### src/rtl/irq_ctrl_if.sv
// CPU peripheral-bus port of the interrupt controller: write data, register
// select, write strobe and registered read data.
interface irq_ctrl_if;
  logic [7:0] dbr;
  logic [7:0] dbw;
  logic [1:0] addr;
  logic       we;

  modport master (output dbw, output addr, output we, input dbr);
  modport slave  (input dbw, input addr, input we, output dbr);
endinterface

### src/rtl/irq_ctrl.sv
// Memory-mapped interrupt controller: per-source pending latch, enable mask,
// edge/level select, software trigger and a priority-encoded vector register.
module irq_ctrl #(
  parameter int unsigned N_SRC       = 8,
  parameter int unsigned SYNC_STAGES = 2,
  parameter logic [7:0]  EDGE_RST    = 8'hFF
) (
  input  logic             clk,
  input  logic             rst,
  irq_ctrl_if.slave        bus,
  input  logic [N_SRC-1:0] src,
  output logic             irq
);

  localparam int unsigned ARM_W = 3;
  localparam logic [ARM_W-1:0] ARM_N = ARM_W'(SYNC_STAGES + 1);

  localparam logic [1:0] A_PEND   = 2'd0;
  localparam logic [1:0] A_ENABLE = 2'd1;
  localparam logic [1:0] A_EDGE   = 2'd2;
  localparam logic [1:0] A_VECTOR = 2'd3;

  logic [N_SRC-1:0] s;
  logic [N_SRC-1:0] s_d_q;
  logic [N_SRC-1:0] pend_q, pend_d;
  logic [N_SRC-1:0] en_q, en_d;
  logic [N_SRC-1:0] edge_q, edge_d;
  logic [ARM_W-1:0] arm_cnt_q, arm_cnt_d;
  logic [7:0]       dbr_q, dbr_d;
  logic             irq_q, irq_d;

  logic             armed_c;
  logic [N_SRC-1:0] edge_det_c;
  logic [N_SRC-1:0] clr_c, set_c;
  logic [N_SRC-1:0] active_c;
  logic             any_c;
  logic [2:0]       idx_c;

  // Input synchronizer chain; s is the synchronized view of src.
  generate
    if (SYNC_STAGES == 0) begin : g_nosync
      assign s = src;
    end else begin : g_sync
      logic [N_SRC-1:0] sync_q [SYNC_STAGES];
      always_ff @(posedge clk or posedge rst) begin
        if (rst) begin
          for (int k = 0; k < SYNC_STAGES; k++) sync_q[k] <= '0;
        end else begin
          sync_q[0] <= src;
          for (int k = 1; k < SYNC_STAGES; k++) sync_q[k] <= sync_q[k-1];
        end
      end
      assign s = sync_q[SYNC_STAGES-1];
    end
  endgenerate

  // Edges are ignored until the synchronizer and s_d have filled after reset,
  // so a source already high at reset release never looks like a new edge.
  always_comb begin
    armed_c   = (arm_cnt_q == ARM_N);
    arm_cnt_d = armed_c ? arm_cnt_q : arm_cnt_q + ARM_W'(1);
  end

  // Register writes, edge detection and the pending next-state.
  always_comb begin
    edge_det_c = s & ~s_d_q & {N_SRC{armed_c}};
    clr_c      = (bus.we && bus.addr == A_PEND)   ? bus.dbw[N_SRC-1:0] : '0;
    set_c      = (bus.we && bus.addr == A_VECTOR) ? bus.dbw[N_SRC-1:0] : '0;
    en_d       = (bus.we && bus.addr == A_ENABLE) ? bus.dbw[N_SRC-1:0] : en_q;
    edge_d     = (bus.we && bus.addr == A_EDGE)   ? bus.dbw[N_SRC-1:0] : edge_q;
    pend_d     = '0;
    for (int i = 0; i < N_SRC; i++) begin
      if (!edge_d[i]) begin
        pend_d[i] = s[i];
      end else if (!edge_q[i]) begin
        pend_d[i] = 1'b0;
      end else begin
        pend_d[i] = (pend_q[i] & ~clr_c[i]) | edge_det_c[i] | set_c[i];
      end
    end
  end

  // Lowest-numbered enabled pending source wins the vector.
  always_comb begin
    active_c = pend_q & en_q;
    any_c    = |active_c;
    idx_c    = 3'd0;
    for (int i = N_SRC - 1; i >= 0; i--) begin
      if (active_c[i]) idx_c = 3'(i);
    end
  end

  // Read mux and irq next-state; reads never have side effects.
  always_comb begin
    irq_d = any_c;
    dbr_d = 8'h00;
    case (bus.addr)
      A_PEND:   dbr_d = 8'(pend_q);
      A_ENABLE: dbr_d = 8'(en_q);
      A_EDGE:   dbr_d = 8'(edge_q);
      A_VECTOR: dbr_d = {any_c, 4'b0000, idx_c};
      default:  dbr_d = 8'h00;
    endcase
  end

  // State registers with asynchronous reset.
  always_ff @(posedge clk or posedge rst) begin
    if (rst) begin
      s_d_q     <= '0;
      pend_q    <= '0;
      en_q      <= '0;
      edge_q    <= EDGE_RST[N_SRC-1:0];
      arm_cnt_q <= '0;
      dbr_q     <= 8'h00;
      irq_q     <= 1'b0;
    end else begin
      s_d_q     <= s;
      pend_q    <= pend_d;
      en_q      <= en_d;
      edge_q    <= edge_d;
      arm_cnt_q <= arm_cnt_d;
      dbr_q     <= dbr_d;
      irq_q     <= irq_d;
    end
  end

  assign bus.dbr = dbr_q;
  assign irq     = irq_q;

endmodule
### src/flat_wrapper.sv
// flat-port wrapper written by rule: the top's interface ports become plain ports
module irq_ctrl_flat 
#(
  parameter int unsigned N_SRC       = 8,
  parameter int unsigned SYNC_STAGES = 2,
  parameter logic [7:0]  EDGE_RST    = 8'hFF
)
  (clk, rst, src, irq, bus_dbw, bus_addr, bus_we, bus_dbr);
  irq_ctrl_if bus_i ();
  input  logic clk;
  input  logic rst;
  input  logic [N_SRC-1:0] src;
  output logic irq;
  input wire logic [$bits(bus_i.dbw)-1:0] bus_dbw;
  input wire logic [$bits(bus_i.addr)-1:0] bus_addr;
  input wire logic [$bits(bus_i.we)-1:0] bus_we;
  output wire logic [$bits(bus_i.dbr)-1:0] bus_dbr;
  assign bus_i.dbw = bus_dbw;
  assign bus_i.addr = bus_addr;
  assign bus_i.we = bus_we;
  assign bus_dbr = bus_i.dbr;
  irq_ctrl #(.N_SRC(N_SRC), .SYNC_STAGES(SYNC_STAGES), .EDGE_RST(EDGE_RST)) u_core (.clk(clk), .rst(rst), .bus(bus_i), .src(src), .irq(irq));
endmodule
### config.mk
export PLATFORM = sky130hd
export DESIGN_NAME = irq_ctrl_flat
export DESIGN_NICKNAME = d
export VERILOG_FILES = /design/src/rtl/irq_ctrl_if.sv /design/src/rtl/irq_ctrl.sv /design/src/flat_wrapper.sv
export SDC_FILE = /design/constraint.sdc
export NUM_CORES = 1
export LEC_CHECK = 0
export ABC_AREA = 1
export CAP_MARGIN = 0
export CORE_ASPECT_RATIO = 1.5
export CORE_MARGIN = 4
export CORE_UTILIZATION = 45
export CTS_CLUSTER_DIAMETER = 150
export DETAILED_ROUTE_END_ITERATION = 16
export GPL_TIMING_DRIVEN = 0
export PLACE_DENSITY = 0.75
export RECOVER_POWER = 50
export SETUP_SLACK_MARGIN = 0.15
export SLEW_MARGIN = 20
export SYNTH_ARGS = -nofsm -noshare
export SYNTH_HDL_FRONTEND = slang
export SYNTH_SLANG_ARGS = --single-unit
### constraint.sdc
create_clock -name clk -period 5.65 [get_ports clk]
set_clock_uncertainty 0.05 [all_clocks]
set_input_delay 1.4125 -clock clk [delete_from_list [all_inputs] [get_ports clk]]
set_output_delay 1.4125 -clock clk [all_outputs]
set_load 0.01 [all_outputs]
## After elaboration in Yosys (flattened, before gate mapping)

Cells that the tools add are included.

- Reductions and logical operators: 6
- Add/subtract/negate cells: 1
- Bitwise operators: 36
- Muxes and demuxes: 28
- Equality and inequality tests: 4

Operators by type and width:

| kind | number |
|---|---|
| case mux 8 bit (4 select lines) | 1 |
| AND 8 bit | 3 |
| two-way mux 3 bit | 8 |
| two-way mux 8 bit | 3 |
| two-way mux 1 bit | 16 |
| bitwise OR 1 bit | 16 |
| AND 1 bit | 8 |
| NOT 1 bit | 8 |
| NOT 8 bit | 1 |
| OR reduction 8 bit | 1 |
| == test 2 bit (second input constant) | 2 |
| logical AND 1 bit | 4 |
| adder 3 x 1 -> 3 bit (second input constant) | 1 |
| == test 3 x 2 -> 1 bit (second input constant) | 1 |
| == test 2 x 1 -> 1 bit (second input constant) | 1 |
| logical NOT 2 bit | 1 |

- Bits in registers: 60
- Bits of input ports: 21
- Logic and storage cells: 84
- Output and inout bits: 9

## Depth between registers and ports, before layout

- Depth in word-level cells: 10
- Mapped depth: 10
- Gate-level depth less buffers: 10

## Least setup slack after synthesis

No wires, ideal clock.

- Path type: input port to flip-flop
- Start: in bus_addr[1]
- End: reg u_core.pend_q[2]
- Stages: 6
- Data arrival time: 2.079 ns
- Path buffers: 0
- Library setup time: 0.118 ns
- Slack: 3.404 ns
- Required time: 5.482 ns
- Cells stage by stage: nor2_4 > nand2_1 > o21ai_0 > o311ai_0 > nand2_1 > o21ai_2

- Longest elaborated chain between the ends: 9
- Elaborated cells on any way between the ends: 15
- Those cells by class: eq/ne: 2; mux: 5; bitwise: 4; reduce/logical: 4

RTL lines:

| item | RTL line | source |
|---|---|---|
| start: declaration | flat_wrapper.sv:15 | `input wire logic [$bits(bus_i.addr)-1:0] bus_addr;` |
| logical NOT 2 bit | irq_ctrl.sv:67 | `clr_c = (bus.we && bus.addr == A_PEND) ? bus.dbw[N_SRC-1:0] : '0;` |
| logical AND 1 bit | irq_ctrl.sv:67 |  |
| two-way mux 8 bit | irq_ctrl.sv:67 |  |
| NOT 1 bit | irq_ctrl.sv:78 | `pend_d[i] = (pend_q[i] & ~clr_c[i]) \| edge_det_c[i] \| set_c[i];` |
| AND 1 bit | irq_ctrl.sv:78 |  |
| bitwise OR 1 bit (2 in a row) | irq_ctrl.sv:78 |  |
| two-way mux 1 bit | irq_ctrl.sv:75 | `end else if (!edge_q[i]) begin` |
| two-way mux 1 bit (*) | irq_ctrl.sv:73 | `if (!edge_d[i]) begin` |
| net u_core.pend_d[2] | irq_ctrl.sv:25 | `logic [N_SRC-1:0] pend_q, pend_d;` |
| end signal: assignment | irq_ctrl.sv:118 | `pend_q <= pend_d;` |
| end: declaration | irq_ctrl.sv:25 |  |

The timed path passes the listed nets; every way through them passes the cells marked *.
A chain may end at the register's enable or synchronous reset.

==> flow_summary.toml <==
[routing]
routed-via-count = 1764
avgRoutedWirePerCell_um = 11.9
drtAntennaViolNets = 0
detailedRoute.firstPassIterationCount = 4
detailedRoute.firstIterationViolations = 124
drt-total-wl_mm = 4.35
drc_errors = 0
post_drt_via_cell_ratio = 4.85

[floorplan]
die_y_um = 98.3
floorplan.initialDensity = 0.470
io_pins = 30
die_w_um = 68.2
std_cell_rows = 32
die_area_um2 = 6710
design.core.area_um2 = 5200

[synth]
synthDominantCellAreaShare = 0.531
yosys.area.top_type = "dfrtp_1"
synth-seq-area-share = 0.617
synth_nets = 274
postSynthCellCount = 251
synth_top_flop_cell = "dfrtp_1"
synth.top_cells.by_area = "dfrtp_1, nand2_1, dfstp_2, inv_1, o21ai_0"
synth_edf_count = 0
synthMostInstantiatedCell = "nand2_1"
synth_common_cells = "nand2_1, dfrtp_1, inv_1"
async_flop_share = 1.00
post_synth_instance_area_um2 = 2450
synth.lib_cells_used.distinct = 23
yosys_register_bits = 60
synth_warnings = 0
synth_area_per_cell_um2 = 9.76

[clocking]
htree_num_levels = 3
post_cts_hold_buffer_count = 0
cts.repair_timing.setup_buffer_count = 0
path_clk_slew_ns = 0.06
clock_sink_count = 60
ctsLongestPathBuffers = 2
cts_inserted_buffers = 9
tritoncts = "yes"
root_buffer = "clkbuf_8"
cts_resized = 0
worst_skew_pair.late_latency_ns = 0.33

[cells_and_area]
insertedDiodeCount = 0
drive_above_1_share = 0.162
layout-area-overhead-vs-synth_pct = 25.6
num-fill-cells = 447
design.final.nets = 314

[sta]
min_period_over_period = 0.603
worstMarginPinSlew_ns = 2.51
setup_repair_after_global_routing_missed_its_margin = "no"
timing.setup.tns_ns = 0
clock.fmax_mhz = 294
timing_max_transition_violations_final = 61
hold_viol = 0
setup-violations-final = 0
fin_hold_ws_ns = 0.298
max_slew_margin = -0.685
min_period_ns = 3.40

[critical_path]
r2r.worst_path.cells = 7
worstPathArrival_ns = 3.41
setup.worst_path.class = "in -> async"
crit-reg2reg-capture = "u_core.pend_q[4]"
worstPathRequired_ns = 5.66
cp-end-kind = "async pin"
path_buf_inv = 2
worst-r2r-setup-slack_ns = 3.83
cpLargestDelayFamily = "buffers and inverters"
critPathSlowestCell = "clkinvlp_2"
critical_path.max_stage_delay_ns = 1.44
cp_max_fo = 60
critical_path.cell_chain = "dlygate4sd3_1, clkinvlp_2"
rr_startpoint = "u_core.arm_cnt_q[0]"
crit_path_start_kind = "input pin"

[flow_run]
max_cap_violations = 1

[grt]
number_of_global_route_vias_before_repair = 1706
grt_start_max_net_pins = 61
grt_first_pass_wirelength_mm = 7.40
grt_remaining_overflow = 0
grt_antenna_before_repair = 0
grt_util_all_layers = 0.149

[placement]
placement.io_buffers = 29
finalWeightedCongestion = 0.947
detailedPlacementHpwl_mm = 3.15

[power]
power.static_leakage_uw = 0.00143
max-vdd-ir-drop_uv = 204
p_per_area_nw_per_um2 = 371

[min_path]
hold_path_end = "u_core.s[2]"
hold_path_depth = 0
hold_path_startpoint = "u_core.g_sync.sync_q[10]"
worstHoldPathType = "reg -> reg"

[run_status]
violated_checks = "max-capacitance violations, max-slew violations"
run_status = "complete, but fails checks"
==> layer usage <==
| metal | part of all wire | GRT usage | vias to the layer above |
|---|---|---|---|
| li1 | - | - | 892 |
| met2 | 0.51 | 0.236 | 36 |
| met3 | 0.055 | 0.0529 | 9 |
| met1 | 0.41 | 0.168 | 827 |
| met5 | 0 | 0 | - |
| met4 | 0.025 | 0.0842 | 0 |
==> state kept, by name (all words and copies together) (netlist names) <==
register / flops
u_core.s_d_q: 8
u_core.g_sync.sync_q: 8
u_core.irq: 1
u_core.s: 8
u_core.pend_q: 8
u_core.edge_q: 8
u_core.arm_cnt_q: 3
u_core.en_q: 8
u_core.bus.dbr: 8
==> layout make-up <==
cell class	count	area, µm²	share of cell area
flip-flops and latches	60	1510	0.491
multi-input cells	157	801	0.260
repair buffers	29	290	0.0944
clock buffers	12	155	0.0504
inverters	31	118	0.0382
clock inverters	4	95.1	0.0309
well taps	68	85.1	0.0277
plain buffers	3	20.0	0.00651
==> layout by cell type, fill, tap and decap left out <==
master / instances
buf_2: 1
nand2_4: 1
clkinv_2: 1
a21oi_1: 8
nand2_1: 73
dfrtp_1: 52
clkbuf_1: 2
xnor2_1: 1
o211ai_1: 2
inv_2: 3
bufinv_16: 3
nor2_4: 3
o21ai_2: 11
nor3_1: 1
o311ai_0: 3
dfstp_2: 8
clkdlybuf4s50_1: 20
inv_1: 27
o21ai_1: 3
o21ai_0: 20
clkbuf_8: 11
o2111ai_1: 3
nand3_1: 13
nand2_2: 4
buf_6: 1
clkinvlp_2: 1
nor2_1: 9
dlygate4sd3_1: 9
ha_1: 2
==> stage by stage <==
| step | instances | worst slack (ns) | area [µm²] | util | total power [µW] |
|---|---|---|---|---|---|
| 4_1_cts | 364 | 2.82 | 3080 | 0.591 | 1160 |
| 6_report | 364 | 2.25 | 3080 | 0.591 | 1140 |
| 3_3_place_gp | 348 | 1.71 | 2820 | 0.543 | 673 |
| 3_5_place_dp | 348 | 2.47 | 2830 | 0.543 | 678 |
| 5_1_grt | 364 | 1.77 | 3080 | 0.591 | 1200 |
| 2_1_floorplan | 251 | 2.72 | 2450 | - | 612 |
==> worst reg2reg max path: stages, from the launching register on <==
cell and delay, ns:
dfrtp_1 0.36, ha_1 0.15, ha_1 0.13, clkbuf_1 0.36
inv_1 0.17, o311ai_0 0.35, nand2_1 0.10, o21ai_2 0.06
==> worst max-delay path by stage <==
| stage | slack [ns] | cells past startpoint | to | from |
|---|---|---|---|---|
| 3_5_place_dp | 2.47 | 7 | u_core.pend_q[4] | bus_addr[0] |
| 5_1_grt | 1.77 | 2 | u_core.en_q[5] | rst |
| 4_1_cts | 2.82 | 7 | u_core.pend_q[4] | bus_addr[0] |
| 6_report | 2.25 | 2 | u_core.pend_q[4] | rst |
| 3_3_place_gp | 1.71 | 2 | u_core.bus.dbr[0] | rst |
| 2_1_floorplan | 2.72 | 1 | u_core.arm_cnt_q[0] | rst |
==> power breakdown <==
part	switching, µW	internal, µW
Sequential	27.6	486
Clock	157	316
Combinational	83.6	71.0
==> logic make-up after synthesis <==
family | share of synthesized area
buffers and inverters | 0.0557
flip-flops | 0.617
AND/OR/NAND/NOR | 0.183
XOR/XNOR | 0.00358
AO/OA/AOI/OAI | 0.130
adder cells (fa/ha/maj) | 0.0102
(Power assumes the default switching activity.)
